==> config.mk <==
export PLATFORM = sky130hd
export DESIGN_NAME = alarm_unit
export DESIGN_NICKNAME = d
export VERILOG_FILES = /design/src/rtl/clock_pkg.sv /design/src/rtl/alarm_snooze_timer.sv /design/src/rtl/alarm_unit.sv
export SDC_FILE = /design/constraint.sdc
export NUM_CORES = 1
export LEC_CHECK = 0
export ABC_AREA = 0
export BUFFER_PORTS_ARGS = -buffer_cell sky130_fd_sc_hd__buf_2
export CORE_ASPECT_RATIO = 0.7
export CORE_MARGIN = 2
export CORE_UTILIZATION = 40
export CTS_CLUSTER_SIZE = 16
export DETAILED_ROUTE_END_ITERATION = 10
export PLACE_DENSITY_LB_ADDON = 0.1
export SETUP_SLACK_MARGIN = 0.05
export SKIP_CTS_REPAIR_TIMING = 1
export SYNTH_ARGS = -nofsm -noshare
export SYNTH_HDL_FRONTEND = slang
export SYNTH_SLANG_ARGS = --single-unit
==> constraint.sdc <==
create_clock -name clk -period 5.44 [get_ports clk]
set_input_delay 0.544 -clock clk [delete_from_list [all_inputs] [get_ports clk]]
set_output_delay 0.544 -clock clk [all_outputs]
set_load 0.02 [all_outputs]
==> src/rtl/clock_pkg.sv <==
// clock_pkg: shared widths, limits and alarm state encoding for the alarm block
package clock_pkg;
    localparam int MAX_HOURS   = 24;
    localparam int MAX_MINUTES = 60;
    localparam int HOURS_W     = $clog2(MAX_HOURS) + 1;
    localparam int MINUTES_W   = $clog2(MAX_MINUTES) + 1;
    typedef enum logic [1:0] {IDLE, ARMED, RINGING, SNOOZE} alarm_state_t;
endpackage

==> src/rtl/alarm_snooze_timer.sv <==
// alarm_snooze_timer: counts snooze seconds/minutes while running and flags expiry
//   clk, rst (sync active-low), run_i (count while high, clear while low),
//   sec_tick_i (1 Hz strobe), expire_o (snooze length reached)
module alarm_snooze_timer
    import clock_pkg::*;
#(
    parameter int SNOOZE_MIN = 5
) (
    input  logic clk,
    input  logic rst,
    input  logic run_i,
    input  logic sec_tick_i,
    output logic expire_o
);
    logic [5:0] sec_q;
    logic [5:0] min_q;
    logic       done;

    // Counting stops once the snooze length is reached, so the counters hold
    // instead of wrapping into a second, false expiry.
    assign done     = min_q == 6'(SNOOZE_MIN);
    assign expire_o = run_i && done;

    always_ff @(posedge clk) begin
        if (!rst || !run_i) begin
            sec_q <= '0;
            min_q <= '0;
        end else if (sec_tick_i && !done) begin
            sec_q <= (sec_q == 6'(MAX_MINUTES - 1)) ? '0 : sec_q + 6'd1;
            min_q <= (sec_q == 6'(MAX_MINUTES - 1)) ? min_q + 6'd1 : min_q;
        end
    end
endmodule

==> src/rtl/alarm_unit.sv <==
// alarm_unit: stores the alarm time, compares it with the running clock and rings
//   clk, rst (sync active-low); set_alarm/set_hours/set_minutes (set strobe + payload);
//   cur_hours/cur_minutes (running time); sec_tick (1 Hz); alarm_en (arm level);
//   stop_btn/snooze_btn (pulses); alarm_hours/alarm_minutes/alarm_valid (stored time);
//   alarm_ring, snoozed (event state); set_err (rejected-set pulse)
module alarm_unit
    import clock_pkg::*;
#(
    parameter int RING_TIMEOUT_S = 60,
    parameter int SNOOZE_MIN     = 5,
    parameter int MAX_SNOOZES    = 3
) (
    input  logic                 clk,
    input  logic                 rst,
    input  logic                 set_alarm,
    input  logic [MINUTES_W-1:0] set_minutes,
    input  logic [HOURS_W-1:0]   set_hours,
    input  logic [HOURS_W-1:0]   cur_hours,
    input  logic [MINUTES_W-1:0] cur_minutes,
    input  logic                 sec_tick,
    input  logic                 alarm_en,
    input  logic                 stop_btn,
    input  logic                 snooze_btn,
    output logic [HOURS_W-1:0]   alarm_hours,
    output logic [MINUTES_W-1:0] alarm_minutes,
    output logic                 alarm_valid,
    output logic                 alarm_ring,
    output logic                 snoozed,
    output logic                 set_err
);
    alarm_state_t         state_q;
    logic [HOURS_W-1:0]   hours_q;
    logic [MINUTES_W-1:0] minutes_q;
    logic                 valid_q;
    logic                 match_q;
    logic                 set_err_q;
    logic [7:0]           ring_cnt_q;
    logic [7:0]           snz_cnt_q;
    logic                 set_ok;
    logic                 match;
    logic                 trigger;
    logic                 snz_expire;

    assign set_ok  = set_alarm && set_hours < HOURS_W'(MAX_HOURS) && set_minutes < MINUTES_W'(MAX_MINUTES);
    assign match   = valid_q && cur_hours == hours_q && cur_minutes == minutes_q;
    // Edge of the match: a stop inside the matching minute cannot retrigger.
    assign trigger = match && !match_q;

    alarm_snooze_timer #(.SNOOZE_MIN(SNOOZE_MIN)) u_snooze (
        .clk        (clk),
        .rst        (rst),
        .run_i      (state_q == SNOOZE),
        .sec_tick_i (sec_tick),
        .expire_o   (snz_expire)
    );

    always_ff @(posedge clk) begin
        if (!rst) begin
            state_q    <= IDLE;
            hours_q    <= '0;
            minutes_q  <= '0;
            valid_q    <= 1'b0;
            match_q    <= 1'b0;
            set_err_q  <= 1'b0;
            ring_cnt_q <= '0;
            snz_cnt_q  <= '0;
        end else begin
            match_q   <= match;
            set_err_q <= set_alarm && !set_ok;
            if (set_ok) begin
                hours_q    <= set_hours;
                minutes_q  <= set_minutes;
                valid_q    <= 1'b1;
                state_q    <= alarm_en ? ARMED : IDLE;
                ring_cnt_q <= '0;
                snz_cnt_q  <= '0;
            end else begin
                case (state_q)
                    IDLE: if (alarm_en && valid_q) state_q <= ARMED;
                    ARMED: begin
                        if (!alarm_en) state_q <= IDLE;
                        else if (trigger) begin
                            state_q    <= RINGING;
                            ring_cnt_q <= '0;
                            snz_cnt_q  <= '0;
                        end
                    end
                    RINGING: begin
                        if (!alarm_en) state_q <= IDLE;
                        else if (stop_btn) state_q <= ARMED;
                        else if (snooze_btn) begin
                            // Once the snooze allowance is used up, snooze acts as stop.
                            state_q   <= (snz_cnt_q < 8'(MAX_SNOOZES)) ? SNOOZE : ARMED;
                            snz_cnt_q <= (snz_cnt_q < 8'(MAX_SNOOZES)) ? snz_cnt_q + 8'd1 : snz_cnt_q;
                        end else if (sec_tick) begin
                            state_q    <= (ring_cnt_q >= 8'(RING_TIMEOUT_S - 1)) ? ARMED : RINGING;
                            ring_cnt_q <= (ring_cnt_q >= 8'(RING_TIMEOUT_S - 1)) ? ring_cnt_q : ring_cnt_q + 8'd1;
                        end
                    end
                    SNOOZE: begin
                        if (!alarm_en) state_q <= IDLE;
                        else if (stop_btn) state_q <= ARMED;
                        else if (snz_expire) begin
                            state_q    <= RINGING;
                            ring_cnt_q <= '0;
                        end
                    end
                    default: state_q <= IDLE;
                endcase
            end
        end
    end

    assign alarm_hours   = hours_q;
    assign alarm_minutes = minutes_q;
    assign alarm_valid   = valid_q;
    assign alarm_ring    = state_q == RINGING;
    assign snoozed       = state_q == SNOOZE;
    assign set_err       = set_err_q;
endmodule

# --- After elaboration in Yosys (flattened, before gate mapping) ---
# Index checks and enable logic that the tools add are counted.
totals:
  regBits: 46
  elab_cells: 97
op_classes:
  n_addsub: 4
  order_cmp: 4
  eq_ne: 23
  n_mux: 32
  bitwise: 1
  reduce_logical: 23
ops:
  columns: ["op", "n"]
  rows:
  - ["two-way mux 8 bit", 14]
  - ["two-way mux 2 bit", 13]
  - ["case mux 8 bit (3 select lines)", 1]
  - ["inequality test 2 bit (second input constant)", 11]
  - ["adder 8 x 1 -> 8 bit (second input constant)", 2]
  - ["case mux 8 bit (2 select lines)", 1]
  - ["adder 6 x 1 -> 6 bit (second input constant)", 2]
  - ["AND reduction 11 bit", 1]
  - ["logical AND 1 bit", 9]
  - [">= comparator 8 x 6 -> 1 bit (second input constant)", 1]
  - ["less-than comparator 8 x 2 -> 1 bit (second input constant)", 1]
  - ["case mux 2 bit (4 select lines)", 1]
  - ["equality test 7 bit", 1]
  - ["less-than comparator 7 x 6 -> 1 bit (second input constant)", 1]
  - ["AND reduction 7 bit", 1]
  - ["equality test 6 x 3 -> 1 bit (second input constant)", 1]
  - ["equality test 6 bit", 1]
  - ["equality test 6 bit (second input constant)", 1]
  - ["less-than comparator 6 x 5 -> 1 bit (second input constant)", 1]
  - ["two-way mux 6 bit", 1]
  - ["inequality test 6 x 5 -> 1 bit (second input constant)", 1]
  - ["logical NOT 1 bit", 5]
  - ["inequality test 5 bit (second input constant)", 1]
  - ["equality test 2 bit (second input constant)", 2]
  - ["13 further kinds", 13]

# --- Longest topological paths before layout ---
logic_depth:
  depth_word: 8
  depth_mapped: 8
  ltp_nobuf: 8

# --- Modules after synthesis ---
# Synthesis repeated with hierarchy kept, for this count alone.
hier_totals:
  cells_unflattened: 263
  hier_area_um2: 2254.7
modules_own_cells:
  columns: ["mod", "n_inst", "cells_per_inst", "area_each_um2", "seq_area_each_um2"]
  rows:
  - ["alarm_unit", 1, 189, 1627.8, 680.7]
  - ["alarm_snooze_timer", 1, 74, 626.9, 240.2]

# --- Least setup slack after synthesis ---
# OpenSTA, ideal clock, no wires.
synth_timing:
  kind: "flip-flop to flip-flop"
  start: "reg u_snooze.min_q[0]"
  end: "reg ring_cnt_q[0]"
  setup_ps: 70
  t_arrival_ps: 1963
  t_required_ps: 5370
  setup_slack_ps: 3407
  path_stages_with_launch: 8
  n_path_buf: 0
  period_less_slack_ps: 2033
  cell_sequence: "dfxtp_1 -> ha_1 -> nand4bb_1 -> or4_4 -> a22oi_4 -> inv_2 -> or4_1 -> a21oi_1"
synth_via:
  elab_chain_len: 4
synth_rtl:
  columns: ["item", "line_no", "rtl"]
  rows:
  - ["start: declaration", "alarm_snooze_timer.sv:16", "logic [5:0] min_q;"]
  - ["start signal: assignment", "alarm_snooze_timer.sv:30", "min_q <= (sec_q == 6'(MAX_MINUTES - 1)) ? min_q + 6'd1 : min_q;"]
  - ["equality test 6 x 3 -> 1 bit", "alarm_snooze_timer.sv:21", "assign done = min_q == 6'(SNOOZE_MIN);"]
  - ["logical AND 1 bit", "alarm_snooze_timer.sv:22", "assign expire_o = run_i && done;"]
  - ["inequality test 2 bit (no source line)", null, null]
  - ["AND reduction 11 bit (no source line)", null, null]
  - ["end signal: assignment", "alarm_unit.sv:97", "ring_cnt_q <= (ring_cnt_q >= 8'(RING_TIMEOUT_S - 1)) ? ring_cnt_q : ring_cnt_q + 8'd1;"]
  - ["end: declaration", "alarm_unit.sv:37", "logic [7:0] ring_cnt_q;"]
# Every way passes these cells.
# A chain may end at the register's enable or synchronous reset.

# --- Final worst setup path ---
# Ends and elaborated chain as after synthesis.

==> run summary <==
Nets - 346
Mapped Avg Cell Area - 8.68 um2
Peak VDD IR - 0.162 mV
post-synth top area share - 41.1%
global placer's final weighted congestion - 0.919
initial core utilization - 42.2%
Tmin final - 2.30 ns
total design power - 651 uW
DRT antenna net count - 0
Sequential Power Share - 53.8%
Setup Slack @ Placement - 2.96 ns
Yosys top cell by area - dfxtp_1
clock power share - 32.5%
Die W - 93.4 um
global route total overflow - 0
TritonCTS clock tree - built
M1 WL - 2.60 mm
Core Area - 5310 um2
skew final - 0.00395 ns
DPL Wire Length - 3.74 mm
Int Pwr - 479 uW
Iteration-0 DRC Markers - 118
Synth area leaders - dfxtp_1, mux2i_1, nor2_1, xnor2_1, a21oi_1
buffers added on ports - 49
DRT Wirelength - 4.95 mm
DRC viols - 0
P_sw - 171 uW
antenna violations before repair - 0
fin crit share - 42.2%
vias per inst - 5.12
IO Pins - 50
Setup CP Type - flop to flop
Reg clk slew, reported paths - 0.08 ns
sequential fraction of the synthesis area - 41.1%
Top Layer Used - met4
vias in the first global route - 1828
synth unique cells - 45
maximum number of pins on one net before global-route repair - 23
status - finished clean
worst-path fanout max - 9
# rows - 22
met2 WL post-DR - 2.05 mm
Clock Path Buffers - 2
CTS Buf Count - 5
Total GRT Usage - 16.9%
most frequent cells in the layout - buf_2, dfxtp_1, nor2_1, a21oi_1
part of the power in combinational logic - 13.8%
first-pass GRT wire length - 8.35 mm
critical path launch point type - flop
Fin Setup TNS - 0 ns
DIE AREA - 6220 um2
number of synthesized flops with an enable pin - 0
met3 WL - 250 um
Min-Delay Path Class - flop to flop
1st-pass router iterations - 4
Worst EP arrival - 2.51 ns
Clock Sink Count - 46
clock root cell - clkbuf_8
maxcap violations - 0
H-tree depth - 2
Yosys Warn Count - 0
antenna cells - 0
vias post-DR - 1951
Primary FF master, synth - dfxtp_1
final max-slew violation count - 0
chip height - 66.6 um
max_slew headroom - 53.7%
Worst Setup Slack, final - 3.14 ns
ys async rst share - 0%
Post-Syn Nets - 296
post-synthesis cell area - 2240 um2
transition time at the pin with the least slew margin - 0.688 ns
final-report hold violation count - 0
most common cell after layout, fill and taps aside - buf_2
layout overhead on the synthesized area - 18.1%
CP required - 5.66 ns
Crit. End Element - flop
share of layout cells above drive strength 1 - 21.0%
final-layout fill cell count - 542
drt wl/cell - 13.0 um
Power Dens Cells - 246 nW/um2
Final Setup Violations - 0
Fmax - 435 MHz
leakage - 1.18 nW
RSZ-0062 raised after global routing - no
#FFs+latches synth - 46
Gate Count Post-Synth - 258
clk_lat worst skew - 0.29 ns
Sw Ratio - 26.3%
## worst paths after layout
check        cells after the start            end  slack (ns)         startpoint
max                              7  ring_cnt_q[0]        3.14  u_snooze.min_q[0]
min                              2   snz_cnt_q[7]        0.44       snz_cnt_q[7]
max reg2reg                      7  ring_cnt_q[0]        3.14  u_snooze.min_q[0]
min reg2reg                      2   snz_cnt_q[7]        0.44       snz_cnt_q[7]
## stage by stage
| step | hold slack [ns] | util [%] | cells | area [um2] |
|---|---|---|---|---|
| 5_1_grt | 0.481 | 49.8 | 381 | 2650 |
| 3_5_place_dp | 0.432 | 48.1 | 373 | 2550 |
| 2_1_floorplan | 0.409 | - | 258 | 2240 |
| 3_3_place_gp | 0.430 | 48.1 | 373 | 2550 |
| 4_1_cts | 0.444 | 49.8 | 381 | 2650 |
| 6_report | 0.439 | 49.8 | 381 | 2650 |
## power by group through the flow
stage	clock [mW]	sequential (mW)	combinational (mW)
3_5_place_dp	0	0.358	0.0896
2_1_floorplan	0	0.357	0.0601
3_3_place_gp	0	0.358	0.0886
4_1_cts	0.218	0.350	0.0899
6_report	0.211	0.350	0.0895
5_1_grt	0.234	0.351	0.100
## cells by family (layout without fill, tap and decap cells)
family	count (synthesis)	in the layout	share of synthesized area [%]
mux	12	12	5.36
flops	46	46	41.1
xor+xnor	19	19	7.43
simple gates	101	101	24.4
fa+ha+maj	5	5	2.79
compound gates	53	53	15.1
buf+inv	22	73	3.80
## synthesized netlist by cell type, drive strengths merged (4+ instances only)
cell type	instances
a31oi	5
a21o	4
nand3	6
o21ai	15
nand4	9
dfxtp	46
xor2	9
clkbuf	5
nor2	30
and3	11
nand2	15
inv	15
nor2b	10
xnor2	10
ha	5
a21oi	17
mux2i	12
## area by class of cell
class	count	area (um2)	share of cell area (%)
clock buffer	7	86.3	3.26
clock inverter	1	5.00	0.189
inverter	15	56.3	2.13
multi-input combinational	190	1230	46.6
sequential	46	921	34.8
tap	72	90.1	3.41
timing repair buffer	50	253	9.56
## sequential cells by signal, indices dropped and copies added (netlist names)
signal / count
alarm_minutes: 7
match_q: 1
ring_cnt_q: 8
set_err: 1
state_q: 2
alarm_valid: 1
u_snooze.sec_q: 6
alarm_hours: 6
snz_cnt_q: 8
u_snooze.min_q: 6
## layer usage
| metal | GRT usage [%] | vias up |
|---|---|---|
| li1 | - | 1013 |
| met4 | 4.41 | 0 |
| met5 | 0 | - |
| met3 | 4.52 | 4 |
| met2 | 25.3 | 38 |
| met1 | 24.1 | 896 |
## critical path: stages (launching register included)
cell and delay (ns):
dfxtp_1 0.40, ha_1 0.17, nand4bb_1 0.19, or4_4 0.48, a22oi_4 0.32, inv_2 0.06
or4_1 0.41, a21oi_1 0.18
No activity file was read; power rests on OpenSTA's default activity.
